<file path="src/rtl/mult_job_sequencer_pkg.sv">
// Shared types and defaults for the Booth multiplier job sequencer.
// Holds the FSM encoding, default sizing constants and the product-width helper.
package mult_job_sequencer_pkg;

    localparam int DEF_W       = 8;
    localparam int DEF_DEPTH   = 2;
    localparam int DEF_TIMEOUT = 64;

    typedef enum logic [2:0] {
        ST_IDLE   = 3'd0,
        ST_LAUNCH = 3'd1,
        ST_ACKW   = 3'd2,
        ST_RUNW   = 3'd3,
        ST_RESP   = 3'd4
    } state_e;

    function automatic int prod_width(input int w);
        return 2 * w;
    endfunction

endpackage

</file>
<file path="src/rtl/mult_job_sequencer_if.sv">
// Job-input stream, result stream and Booth core bus of the job sequencer.
// Streams (in_*, res_*): a beat transfers on a rising edge where valid && ready; valid and payload hold until then.
interface mult_job_sequencer_if #(
    parameter int W = 8
);

    logic           in_valid;
    logic           in_ready;
    logic [W-1:0]   in_x;
    logic [W-1:0]   in_y;

    logic           start;
    logic           done;
    logic [W-1:0]   core_x;
    logic [W-1:0]   core_y;
    logic [W-1:0]   core_hi;
    logic [W-1:0]   core_lo;

    logic           res_valid;
    logic           res_ready;
    logic [2*W-1:0] res_prod;
    logic           res_err;
    logic [7:0]     job_count;

    modport slave (
        input  in_valid, in_x, in_y, done, core_hi, core_lo, res_ready,
        output in_ready, start, core_x, core_y, res_valid, res_prod, res_err, job_count
    );

    modport master (
        output in_valid, in_x, in_y, done, core_hi, core_lo, res_ready,
        input  in_ready, start, core_x, core_y, res_valid, res_prod, res_err, job_count
    );

endinterface

</file>
<file path="src/rtl/mult_job_sequencer_fifo.sv">
// Synchronous job FIFO: DEPTH entries of DW bits, no bypass, push ignored when full.
// DEPTH must be a power of two so the pointers wrap by natural overflow.
module mult_job_fifo #(
    parameter int DW    = 16,
    parameter int DEPTH = 2
) (
    input  logic          clk,
    input  logic          rst,
    input  logic          push_i,
    input  logic [DW-1:0] wdata_i,
    input  logic          pop_i,
    output logic [DW-1:0] rdata_o,
    output logic          full_o,
    output logic          empty_o
);

    localparam int AW = $clog2(DEPTH);

    logic [DW-1:0] mem_q [DEPTH];
    logic [AW-1:0] wptr_q, wptr_d;
    logic [AW-1:0] rptr_q, rptr_d;
    logic [AW:0]   count_q, count_d;
    logic          do_push;
    logic          do_pop;

    assign full_o  = (count_q == (AW+1)'(DEPTH));
    assign empty_o = (count_q == '0);
    assign do_push = push_i && !full_o;
    assign do_pop  = pop_i && !empty_o;
    assign rdata_o = mem_q[rptr_q];

    always_comb begin
        wptr_d  = wptr_q;
        rptr_d  = rptr_q;
        count_d = count_q;
        if (do_push) wptr_d = wptr_q + AW'(1);
        if (do_pop)  rptr_d = rptr_q + AW'(1);
        if (do_push && !do_pop) count_d = count_q + (AW+1)'(1);
        if (!do_push && do_pop) count_d = count_q - (AW+1)'(1);
    end

    always_ff @(posedge clk) begin
        if (rst) begin
            wptr_q  <= '0;
            rptr_q  <= '0;
            count_q <= '0;
        end else begin
            wptr_q  <= wptr_d;
            rptr_q  <= rptr_d;
            count_q <= count_d;
        end
    end

    // Storage needs no reset: empty_o gates every read that matters.
    always_ff @(posedge clk) begin
        if (do_push) mem_q[wptr_q] <= wdata_i;
    end

endmodule

</file>
<file path="src/rtl/mult_job_sequencer.sv">
// Front-end for the Booth multiplier core: buffers operand pairs, launches one job at a time,
// captures the product (or a timeout abort) and offers it on the result stream.
module mult_job_sequencer
    import mult_job_sequencer_pkg::*;
#(
    parameter int W       = DEF_W,
    parameter int DEPTH   = DEF_DEPTH,
    parameter int TIMEOUT = DEF_TIMEOUT
) (
    input  logic                  clk,
    input  logic                  rst,
    mult_job_sequencer_if.slave   bus,
    output state_e                dbg_state_o
);

    localparam int PW = prod_width(W);
    localparam int TW = $clog2(TIMEOUT + 1);

    state_e         state_q, state_d;
    logic [TW-1:0]  tmo_q, tmo_d;
    logic [W-1:0]   core_x_q, core_x_d;
    logic [W-1:0]   core_y_q, core_y_d;
    logic           res_valid_q, res_valid_d;
    logic [PW-1:0]  res_prod_q, res_prod_d;
    logic           res_err_q, res_err_d;
    logic [7:0]     job_cnt_q, job_cnt_d;

    logic           start;
    logic           fifo_pop;
    logic [PW-1:0]  fifo_rdata;
    logic           fifo_full;
    logic           fifo_empty;
    logic           launch_ok;
    logic           tmo_hit;

    mult_job_fifo #(
        .DW    (PW),
        .DEPTH (DEPTH)
    ) u_fifo (
        .clk     (clk),
        .rst     (rst),
        .push_i  (bus.in_valid),
        .wdata_i ({bus.in_x, bus.in_y}),
        .pop_i   (fifo_pop),
        .rdata_o (fifo_rdata),
        .full_o  (fifo_full),
        .empty_o (fifo_empty)
    );

    // A new job may only start once the previous result has been taken and the core is idle.
    assign launch_ok = !fifo_empty && !res_valid_q && bus.done;
    assign tmo_hit   = (tmo_q == TW'(TIMEOUT - 1));

    always_ff @(posedge clk) begin
        if (rst) begin
            state_q     <= ST_IDLE;
            tmo_q       <= '0;
            core_x_q    <= '0;
            core_y_q    <= '0;
            res_valid_q <= 1'b0;
            res_prod_q  <= '0;
            res_err_q   <= 1'b0;
            job_cnt_q   <= '0;
        end else begin
            state_q     <= state_d;
            tmo_q       <= tmo_d;
            core_x_q    <= core_x_d;
            core_y_q    <= core_y_d;
            res_valid_q <= res_valid_d;
            res_prod_q  <= res_prod_d;
            res_err_q   <= res_err_d;
            job_cnt_q   <= job_cnt_d;
        end
    end

    always_comb begin
        state_d = state_q;
        case (state_q)
            ST_IDLE:   if (launch_ok) state_d = ST_LAUNCH;
            ST_LAUNCH: state_d = ST_ACKW;
            ST_ACKW: begin
                if (!bus.done)   state_d = ST_RUNW;
                else if (tmo_hit) state_d = ST_RESP;
            end
            ST_RUNW:   if (bus.done || tmo_hit) state_d = ST_RESP;
            ST_RESP:   state_d = ST_IDLE;
            default:   state_d = ST_IDLE;
        endcase
    end

    always_comb begin
        tmo_d       = tmo_q;
        core_x_d    = core_x_q;
        core_y_d    = core_y_q;
        res_valid_d = res_valid_q;
        res_prod_d  = res_prod_q;
        res_err_d   = res_err_q;
        job_cnt_d   = job_cnt_q;
        start       = 1'b0;
        fifo_pop    = 1'b0;

        if (res_valid_q && bus.res_ready) res_valid_d = 1'b0;

        case (state_q)
            ST_IDLE: begin
                if (launch_ok) begin
                    fifo_pop = 1'b1;
                    core_x_d = fifo_rdata[PW-1:W];
                    core_y_d = fifo_rdata[W-1:0];
                end
            end
            ST_LAUNCH: begin
                start = 1'b1;
                tmo_d = '0;
            end
            ST_ACKW: begin
                if (!bus.done) begin
                    tmo_d = '0;
                end else if (tmo_hit) begin
                    res_prod_d  = '0;
                    res_err_d   = 1'b1;
                    res_valid_d = 1'b1;
                    job_cnt_d   = job_cnt_q + 8'd1;
                end else begin
                    tmo_d = tmo_q + TW'(1);
                end
            end
            ST_RUNW: begin
                if (bus.done) begin
                    res_prod_d  = {bus.core_hi, bus.core_lo};
                    res_err_d   = 1'b0;
                    res_valid_d = 1'b1;
                    job_cnt_d   = job_cnt_q + 8'd1;
                end else if (tmo_hit) begin
                    res_prod_d  = '0;
                    res_err_d   = 1'b1;
                    res_valid_d = 1'b1;
                    job_cnt_d   = job_cnt_q + 8'd1;
                end else begin
                    tmo_d = tmo_q + TW'(1);
                end
            end
            default: ;
        endcase
    end

    assign bus.in_ready  = !fifo_full;
    assign bus.start     = start;
    assign bus.core_x    = core_x_q;
    assign bus.core_y    = core_y_q;
    assign bus.res_valid = res_valid_q;
    assign bus.res_prod  = res_prod_q;
    assign bus.res_err   = res_err_q;
    assign bus.job_count = job_cnt_q;
    assign dbg_state_o   = state_q;

endmodule

</file>
<file path="src/flat_wrapper.sv">
// flat-port wrapper written by rule: the top's interface ports become plain ports
module mult_job_sequencer_flat import mult_job_sequencer_pkg::*;
#(
    parameter int W       = DEF_W,
    parameter int DEPTH   = DEF_DEPTH,
    parameter int TIMEOUT = DEF_TIMEOUT
)
  (clk, rst, dbg_state_o, bus_in_valid, bus_in_x, bus_in_y, bus_done, bus_core_hi, bus_core_lo, bus_res_ready, bus_in_ready, bus_start, bus_core_x, bus_core_y, bus_res_valid, bus_res_prod, bus_res_err, bus_job_count);
  mult_job_sequencer_if #(.W(W)) bus_i ();
  input  logic clk;
  input  logic rst;
  output state_e dbg_state_o;
  input wire logic [$bits(bus_i.in_valid)-1:0] bus_in_valid;
  input wire logic [$bits(bus_i.in_x)-1:0] bus_in_x;
  input wire logic [$bits(bus_i.in_y)-1:0] bus_in_y;
  input wire logic [$bits(bus_i.done)-1:0] bus_done;
  input wire logic [$bits(bus_i.core_hi)-1:0] bus_core_hi;
  input wire logic [$bits(bus_i.core_lo)-1:0] bus_core_lo;
  input wire logic [$bits(bus_i.res_ready)-1:0] bus_res_ready;
  output wire logic [$bits(bus_i.in_ready)-1:0] bus_in_ready;
  output wire logic [$bits(bus_i.start)-1:0] bus_start;
  output wire logic [$bits(bus_i.core_x)-1:0] bus_core_x;
  output wire logic [$bits(bus_i.core_y)-1:0] bus_core_y;
  output wire logic [$bits(bus_i.res_valid)-1:0] bus_res_valid;
  output wire logic [$bits(bus_i.res_prod)-1:0] bus_res_prod;
  output wire logic [$bits(bus_i.res_err)-1:0] bus_res_err;
  output wire logic [$bits(bus_i.job_count)-1:0] bus_job_count;
  assign bus_i.in_valid = bus_in_valid;
  assign bus_i.in_x = bus_in_x;
  assign bus_i.in_y = bus_in_y;
  assign bus_i.done = bus_done;
  assign bus_i.core_hi = bus_core_hi;
  assign bus_i.core_lo = bus_core_lo;
  assign bus_i.res_ready = bus_res_ready;
  assign bus_in_ready = bus_i.in_ready;
  assign bus_start = bus_i.start;
  assign bus_core_x = bus_i.core_x;
  assign bus_core_y = bus_i.core_y;
  assign bus_res_valid = bus_i.res_valid;
  assign bus_res_prod = bus_i.res_prod;
  assign bus_res_err = bus_i.res_err;
  assign bus_job_count = bus_i.job_count;
  mult_job_sequencer #(.W(W), .DEPTH(DEPTH), .TIMEOUT(TIMEOUT)) u_core (.clk(clk), .rst(rst), .bus(bus_i), .dbg_state_o(dbg_state_o));
endmodule
</file>
<file path="config.mk">
export PLATFORM = sky130hd
export DESIGN_NAME = mult_job_sequencer_flat
export DESIGN_NICKNAME = d
export VERILOG_FILES = /design/src/rtl/mult_job_sequencer_pkg.sv /design/src/rtl/mult_job_sequencer_if.sv /design/src/rtl/mult_job_sequencer_fifo.sv /design/src/rtl/mult_job_sequencer.sv /design/src/flat_wrapper.sv
export SDC_FILE = /design/constraint.sdc
export NUM_CORES = 1
export LEC_CHECK = 0
export CORE_MARGIN = 1.5
export CORE_UTILIZATION = 55
export CTS_BUF_LIST = sky130_fd_sc_hd__clkbuf_8
export DETAILED_ROUTE_END_ITERATION = 8
export PLACE_DENSITY = 0.87
export RECOVER_POWER = 25
export SLEW_MARGIN = 20
export SYNTH_ARGS = -nofsm -noshare
export SYNTH_HDL_FRONTEND = slang
export SYNTH_HIERARCHICAL = 1
export SYNTH_SLANG_ARGS = --single-unit
</file>
<file path="constraint.sdc">
create_clock -name clk -period 5.75 [get_ports clk]
set_clock_uncertainty 0.1 [all_clocks]
set_input_delay 1.15 -clock clk [delete_from_list [all_inputs] [get_ports clk]]
set_output_delay 1.15 -clock clk [all_outputs]
set_load 0.005 [all_outputs]
</file>
==> key figures, run 1 <==
Run status
  • Status: completed

Logic synthesis
  • Synth area leader: dfxtp_1
  • Async S/R FF share, synth: 0
  • Commonest cells post-synth: dfxtp_1, edfxtp_1, nor2_1
  • Yosys top cell area share: 0.318
  • Synth Warn #: 6
  • Top-count cell post-synth: dfxtp_1
  • Syn avg cell area: 11.9 sq um
  • Mapped Cells: 301
  • Post-synthesis sequential area ratio: 0.586
  • Ranking of synthesized cells by area: dfxtp_1, edfxtp_1, mux2i_1
  • Synth cell types: 51
  • Synthesized area: 3580 sq um
  • Top_reg_cell synth: dfxtp_1
  • Synthesized Nets: 341
  • Yosys reg bits: 89
  • Number of synthesized flops with an enable pin: 32

Worst setup path
  • Slowest CP cell: dlygate4sd3_1
  • Startpoint types: input pin
  • Setup crit end kind: flop
  • Worst Setup SP: bus_done
  • Worst R2R End: u_core/bus.res_prod[15]$_SDFFE_PP0P_
  • R2r startpoint: u_core/dbg_state_o[1]$_SDFFE_PP0P_
  • Cell family with most CP delay: buffers and inverters
  • Setup CP Type: input pin to flop
  • R2r setup slk: 3.24 ns
  • Crit-path max cell delay: 0.80 ns
  • R2R depth: 4
  • CP required: 5.92 ns
  • Worst-path cell chain: dlygate4sd3_1 > nand4_1 > buf_4 > inv_1 > o21a_1 > ha_1 > or3_1 > a21oi_1
  • Worst-path fanout max: 17
  • WP buf/inv: 3
  • Worst Path Arrival: 3.41 ns

CTS
  • CTS-repair resized insts: 0
  • Clock-pin slew on the worst setup and hold paths: 0.08 ns
  • Clock root cell: clkbuf_8
  • H-tree depth: 3
  • Worst skew pair latency: 0.35 ns
  • Postcts setup bufs: 0
  • Clock sink total: 89
  • Hold-fix buffers, CTS: 0
  • Clock tree buffer depth: 2
  • Num CTS Buffers: 9
  • CTS tree: yes

Min path
  • Hold Crit Class: flop to flop
  • Hold Path Sink: u_core/tmo_q[6]$_SDFFE_PP0P_
  • Worst Hold Path Cells: 1
  • HP Start: u_core/tmo_q[6]$_SDFFE_PP0P_

Global routing
  • Initial antenna violation count: 0
  • Grt ovf: 0
  • Vias in the first global route: 2585
  • First-pass GRT wire length: 12.2 mm
  • Largest net degree at the start of global routing: 47
  • Total GRT Usage: 0.221

Power
  • PwrDens: 322 nW/um^2
  • Leak: 1.75 nW
  • Peak supply drop: 0.000161 V

Floorplanning
  • DIE AREA: 7010 sq um
  • I/O pin cnt: 84
  • Core area: 6310 sq um
  • Starting Density: 0.568
  • # rows: 29
  • Chip Width: 83.7 microns
  • Chip height: 83.7 microns

Final layout
  • P&R area growth vs syn: 29.0%
  • Fraction of layout cells with a size suffix above 1: 0.0888
  • # fillers: 433
  • Antenna cells: 0
  • Final nets: 419

Timing
  • Final setup TNS: 0 ns
  • Fin crit share: 0.564
  • Peak Freq: 309 MHz
  • Hold_ws: 0.374 ns
  • Tmin final: 3.24 ns
  • RSZ-0062 raised after global routing: no
  • Final hold viol count: 0
  • Slew @ Worst Pin: 0.948 ns
  • Pins over their slew limit: 0
  • Slew margin rel.: 0.365
  • Final setup fails: 0

Detailed routing
  • Antenna-violating nets left: 0
  • Via density: 5.67
  • Post-Route WL: 7.50 mm
  • DRC viols: 0
  • Vias: 2608
  • Number of DRC markers in iteration 0: 198
  • DR pass1 iterations: 4
  • Avg WL per Cell: 16.3 microns

Placed design
  • I/O Buffers: 83
  • GP Congestion: 0.827
  • DP HPWL: 4.99 mm

Job
  • Max-Cap Viols: 0
power by group:
| group | switching (mW) | internal [mW] | total [mW] |
|---|---|---|---|
| logic | 0.136 | 0.140 | 0.276 |
| registers | 0.0408 | 0.711 | 0.752 |
| clock network | 0.214 | 0.245 | 0.460 |
| total | 0.391 | 1.10 | 1.49 |
through the flow:
step	util	instance area, sq um	power (mW)	instances	setup WS (ns)
floorplan	-	3580	0.926	301	2.74
global placement	0.701	4420	1.03	445	2.24
detailed placement	0.701	4420	1.04	445	2.19
CTS	0.735	4640	1.50	460	2.50
global route	0.732	4620	1.55	460	2.33
finish	0.732	4620	1.49	460	2.51
cells by family (layout without fill, tap and decap cells):
family,Yosys count,in the layout,synth area share
DFF,89,89,0.586
and+or+nand+nor,83,83,0.118
AOI/OAI and AO/OA,60,60,0.133
muxes,36,36,0.108
buffers and inverters,26,108,0.0349
xor gates and xnor gates,4,4,0.00977
adders and majority gates,3,3,0.0105
flip-flops by register name, indices dropped and copies added (netlist names), named ones only:
name	flops
u_core/u_fifo/mem_q	32
u_core/bus.res_prod	16
u_core/bus.core_x	8
u_core/bus.core_y	8
u_core/bus.job_count	8
u_core/tmo_q	7
u_core/dbg_state_o	3
u_core/u_fifo/count_q	2
u_core/bus.res_err	1
u_core/bus.res_valid	1
u_core/u_fifo/rptr_q	1
u_core/u_fifo/wptr_q	1
worst max path at each step:
stage / end / slack, ns / cells past startpoint
CTS: u_core/u_fifo/count_q[1]$_SDFFE_PP0P_ / 2.50 / 8
floorplan: u_core/u_fifo/count_q[1]$_SDFFE_PP0P_ / 2.74 / 9
detailed placement: u_core/u_fifo/count_q[1]$_SDFFE_PP0P_ / 2.19 / 8
finish: u_core/u_fifo/count_q[1]$_SDFFE_PP0P_ / 2.51 / 8
global route: u_core/bus.res_prod[12]$_SDFFE_PP0P_ / 2.33 / 5
global placement: u_core/u_fifo/count_q[1]$_SDFFE_PP0P_ / 2.24 / 8
routing by layer:
metal	routed length, microns	share of wire	track usage
met5	0	0	0
met4	115	0.015	0.103
met1	3320	0.44	0.280
met3	456	0.061	0.0504
met2	3610	0.48	0.361
cell type report:
class / instances / area (sq um) / area share
inverters: 9 / 33.8 / 0.00731
clock buffers: 9 / 124 / 0.0268
clock inverters: 6 / 92.6 / 0.0200
flip-flops and latches: 89 / 2100 / 0.455
multi-input cells: 186 / 1340 / 0.290
repair buffers: 84 / 833 / 0.180
well taps: 77 / 96.3 / 0.0208
cell usage in the layout (no fill, tap or decap), drive strengths merged, types with 3 or more instances in the layout:
cell | Yosys | final
clkdlybuf4s50 | 0 | 60
dfxtp | 57 | 57
edfxtp | 32 | 32
nor2 | 31 | 31
dlygate4sd3 | 0 | 22
mux2 | 20 | 20
a21oi | 17 | 17
mux2i | 16 | 16
a22o | 16 | 16
inv | 9 | 10
clkbuf | 5 | 9
nand2 | 9 | 9
nor2b | 6 | 6
nand3 | 6 | 6
nor3 | 5 | 5
a211oi | 4 | 4
nor4 | 4 | 4
nand2b | 4 | 4
and2 | 3 | 3
or4 | 3 | 3
and3 | 3 | 3
xnor2 | 3 | 3
o21ai | 3 | 3
ha | 3 | 3
clkinv | 0 | 3
a31oi | 3 | 3
(Power assumes the default switching activity.)
==> inputs of run 2 (changes only) <==
Settings changed: CORE_UTILIZATION 55 to 46, PLACE_DENSITY 0.87 to 0.78.
Clock period 5.75 ns to 2.68 ns, I/O delays scaled along.
==> run 2 against run 1 <==
Worst setup slack got worse by 2.2 ns. Sequential share of layout area shrank 0.86 points. Worst hold slack gained 0.0026 ns. Non-clock buffer count is 6 higher. Clock power rose by 110%. Sequential power increased by 110%. Flip-flop and latch count unchanged. Combinational power up 120%. Die area rose by 19%.
==> key figures, run 2 (same netlist as run 1, synthesis figures left out) <==
Worst setup path
  • Worst-path fanout max: 10
  • Worst Path Arrival: 1.78 ns
  • Startpoint types: flop
  • Setup crit end kind: output port
  • Worst-path cell chain: nor2b_1 > and2_1 > clkdlybuf4s50_1
  • Crit-path max cell delay: 0.58 ns
  • CP required: 2.04 ns
  • Slowest CP cell: dfxtp_1
  • Setup CP Type: flop to output port

Final layout
  • Top reg by flops: u_core/u_fifo/mem_q
  • P&R area growth vs syn: 31.5%
  • Seq. cell area: 2100 sq um
  • Fraction of layout cells with a size suffix above 1: 0.105
  • Max reg flops: 32
  • Most frequent cells in the layout: clkdlybuf4s50_1, dfxtp_1, edfxtp_1
  • Most common cell after layout, fill and taps aside: clkdlybuf4s50_1
  • Finished Cell Area: 4710 sq um
  • Multi-input logic area: 1360 sq um
  • Final nets: 425
  • # fillers: 606
  • Antenna cells: 0

Global routing
  • First-pass GRT wire length: 11.7 mm
  • Vias in the first global route: 2487
  • Initial antenna violation count: 0
  • Total GRT Usage: 0.180
  • Grt ovf: 0
  • Largest net degree at the start of global routing: 30

Detailed routing
  • Antenna-violating nets left: 0
  • Post-Route WL: 7.14 mm
  • Number of DRC markers in iteration 0: 117
  • Via density: 5.18
  • DRC viols: 0
  • Avg WL per Cell: 14.5 microns
  • Vias: 2547
  • DR pass1 iterations: 4

Power
  • PwrDens: 679 nW/um^2
  • Combinational share of power: 0.189
  • Switching Fraction: 0.259
  • Sw Pwr: 0.828 mW
  • Peak supply drop: 0.000290 V
  • Leak: 1.78 nW
  • Reg power frac: 0.503
  • Int Power: 2.37 mW
  • Clock Power Share: 0.309

Floorplanning
  • DIE AREA: 8330 sq um
  • Core area: 7650 sq um
  • # rows: 32
  • Chip height: 91.3 microns
  • I/O pin cnt: 84
  • Starting Density: 0.469
  • Chip Width: 91.3 microns

Timing
  • Peak Freq: 413 MHz
  • Final setup TNS: 0 ns
  • Slew margin rel.: 0.357
  • Final hold viol count: 0
  • Final setup fails: 0
  • Fin crit share: 0.903
  • Pins over their slew limit: 0
  • Slew @ Worst Pin: 0.964 ns
  • Tmin final: 2.42 ns
  • RSZ-0062 raised after global routing: no

CTS
  • Worst skew pair latency: 0.34 ns
  • Clock sink total: 89
  • Clock-pin slew on the worst setup and hold paths: 0.08 ns
  • Postcts setup bufs: 0
  • CTS-repair resized insts: 0
  • Hold-fix buffers, CTS: 0
  • Clock root cell: clkbuf_8
  • Num CTS Buffers: 9
  • H-tree depth: 3
  • CTS tree: yes
  • Clock tree buffer depth: 2

Run status
  • Status: completed

Placed design
  • DP HPWL: 5.00 mm
  • GP Congestion: 0.892
  • I/O Buffers: 83
  • Area after DPL: 4500 sq um

Min path
  • Hold Crit Class: flop to flop

Job
  • Max-Cap Viols: 0
run 2: cell types whose count changed in the layout (fill, tap and decap cells not counted), moves of 2 or more:
cell             delta
buf_4               +5
inv_6               +3
dlygate4sd3_1       -5
inv_1               +2
clkinv_4            -2
clkdlybuf4s50_1     +5
run 2: cell type report:
type	instances	area share
Clock buffer	9	0.0263
Tap cell	102	0.0271
Timing Repair Buffer	90	0.186
Sequential cell	89	0.446
Clock inverter	7	0.0199
Multi-Input combinational cell	186	0.288
Inverter	9	0.00717
run 2: power by group through the flow:
| stage | Sequential (mW) | Clock (mW) | Combinational, mW |
|---|---|---|---|
| final | 1.61 | 0.987 | 0.604 |
| after global routing | 1.63 | 1.07 | 0.661 |
| after CTS | 1.61 | 1.01 | 0.613 |
| after detailed placement | 1.64 | 0 | 0.609 |
| after global placement | 1.63 | 0 | 0.594 |
| after floorplan | 1.61 | 0 | 0.381 |
run 2: path summary, 6_finish.rpt:
kind,startpoint,to,slack [ns],cells past startpoint
max,u_core/dbg_state_o[0]$_SDFFE_PP0P_,bus_start,0.26,3
min,u_core/tmo_q[6]$_SDFFE_PP0P_,u_core/tmo_q[6]$_SDFFE_PP0P_,0.38,1
max reg2reg,u_core/tmo_q[0]$_SDFFE_PP0P_,u_core/bus.job_count[6]$_SDFFE_PP0P_,0.49,5
min reg2reg,u_core/tmo_q[6]$_SDFFE_PP0P_,u_core/tmo_q[6]$_SDFFE_PP0P_,0.38,1
run 2: metal layers:
layer | global-route usage | wire, microns | share of wire
met1 | 0.223 | 3180 | 0.45
met2 | 0.292 | 3360 | 0.47
met3 | 0.0544 | 488 | 0.068
met4 | 0.0716 | 110 | 0.015
met5 | 0 | 0 | 0
run 2: critical path: cells and delay by family (launching register included):
family | cells | cell delay (ns)
and+or+nand+nor | 2 | 0.36
buffers and inverters | 1 | 0.51
DFF | 1 | 0.58
run 2: metrics by stage:
step | utilization | instances | total power [mW] | hold WS [ns] | worst slack [ns]
global route | 0.616 | 492 | 3.35 | 0.399 | 0.129
CTS | 0.617 | 492 | 3.24 | 0.382 | 0.253
detailed placement | 0.588 | 476 | 2.25 | 0.360 | 0.114
floorplan | - | 301 | 1.99 | 0.352 | 0.287
global placement | 0.588 | 476 | 2.23 | 0.361 | 0.147
finish | 0.616 | 492 | 3.20 | 0.376 | 0.261
==> edit, RTL diff (flow settings as in run 1) <==
Set the package constant `DEF_W` to 6 (it was 8).
--- a/src/rtl/mult_job_sequencer_pkg.sv
+++ b/src/rtl/mult_job_sequencer_pkg.sv
@@ -4,3 +4,3 @@
 
-    localparam int DEF_W       = 8;
+    localparam int DEF_W       = 6;
     localparam int DEF_DEPTH   = 2;
Interface: changed (7 resized); port bits go from 84 to 68. The function was not compared with the original's and may differ.
==> edit against run 1 <==
- power is 18% lower
- sequential cell count down 16
- critical endpoint unchanged
- routed wire length down 22%
- worst setup slack worse by 0.45 ns
- synthesized area decreased by 19%
- largest cell class unchanged
- worst hold slack better by 0.0025 ns
- non-clock buffer count is 15 lower
- fmax fell by 12%
- cell area is 18% lower
==> edit: results <==
{
  "viasPerCell": 5.41,
  "antenna_found_initial": 0,
  "arrival_ns": 3.86,
  "grt_start_max_net_pins": 40,
  "wl_met3_um": 324,
  "p_leak_nw": 1.41,
  "wl_met1_um": 2510,
  "use_met2": 0.379,
  "dpl_cell_area_sq_um": 3620,
  "grt_pass1_vias": 2016,
  "n_fill_cell": 375,
  "yosys-top-cells-count": "49 x dfxtp_1, 24 x edfxtp_1, 24 x nor2_1",
  "hpwl_um": 4070,
  "drive_gt1_frac": 0.110,
  "peakVddDrop_mv": 0.189,
  "drt_first_iter_violations": 100,
  "synth-edff-count": 24,
  "clock_latency_ns": 0.34,
  "crit_family": "simple AND/OR/NAND/NOR gates",
  "slowest_delay_ns": 0.65,
  "synthTopCellsByArea": "dfxtp_1 34%, edfxtp_1 25%, mux2_2 5.1%",
  "pg_comb_uw": 219,
  "use_met3": 0.0648,
  "hold_class": "reg -> reg",
  "diodes": 0,
  "grt_usage": 0.219,
  "switchingPower_uw": 321,
  "grt_pass1_wl_um": 9250,
  "drt_pass1_iterations": 4,
  "gp_congestion": 0.798,
  "powerSeq_uw": 614,
  "status": "complete, no violations",
  "wl_met2_um": 2950,
  "cts_resized": 0,
  "synth_cell_types": 43,
  "highest_layer": "met4",
  "cts_setup_buffers": 0,
  "largest_reg_flops": 24,
  "nNetsFinal": 353,
  "ys_seq_area_frac": 0.589,
  "slew_headroom": 0.360,
  "syn_nets": 283,
  "routedWlPerCell_um": 14.7,
  "portBuffers": 67,
  "use_met1": 0.270,
  "crit_fanout": 13
}
-- edit: through the flow --
| stage | setup slack (ns) | power (mW) | util | std cells | hold WS (ns) |
|---|---|---|---|---|---|
| global route | 1.84 | 1.28 | 0.751 | 396 | 0.391 |
| finish | 2.05 | 1.22 | 0.751 | 396 | 0.376 |
| CTS | 2.13 | 1.23 | 0.752 | 396 | 0.362 |
| floorplan | 2.81 | 0.752 | - | 251 | 0.318 |
| global placement | 1.95 | 0.837 | 0.714 | 380 | 0.331 |
| detailed placement | 1.82 | 0.848 | 0.714 | 380 | 0.361 |
-- edit: cell type report --
| type | instances | area [sq um] | share of cell area |
|---|---|---|---|
| well taps | 70 | 87.6 | 0.0230 |
| flip-flops and latches | 73 | 1700 | 0.446 |
| clock buffers | 9 | 124 | 0.0325 |
| multi-input cells | 160 | 1110 | 0.292 |
| clock inverters | 7 | 71.3 | 0.0187 |
| inverters | 8 | 30.0 | 0.00788 |
| repair buffers | 69 | 686 | 0.180 |
-- edit: worst paths after layout --
check / slack [ns] / endpoint / startpoint / depth (start not counted)
max: 2.05 / u_core/u_fifo/count_q[1] / bus_done / 8
min: 0.38 / u_core/tmo_q[6] / u_core/tmo_q[6] / 2
max reg2reg: 3.03 / u_core/u_fifo/count_q[1] / u_core/u_fifo/count_q[0] / 8
min reg2reg: 0.38 / u_core/tmo_q[6] / u_core/tmo_q[6] / 2
-- edit: kinds of logic after synthesis --
logic type               synth area share
AND/OR/NAND/NOR                     0.145
flip-flops                          0.589
AO/OA/AOI/OAI                       0.120
multiplexers                       0.0997
buffers and inverters              0.0243
XOR/XNOR                          0.00910
adder cells (fa/ha/maj)            0.0130
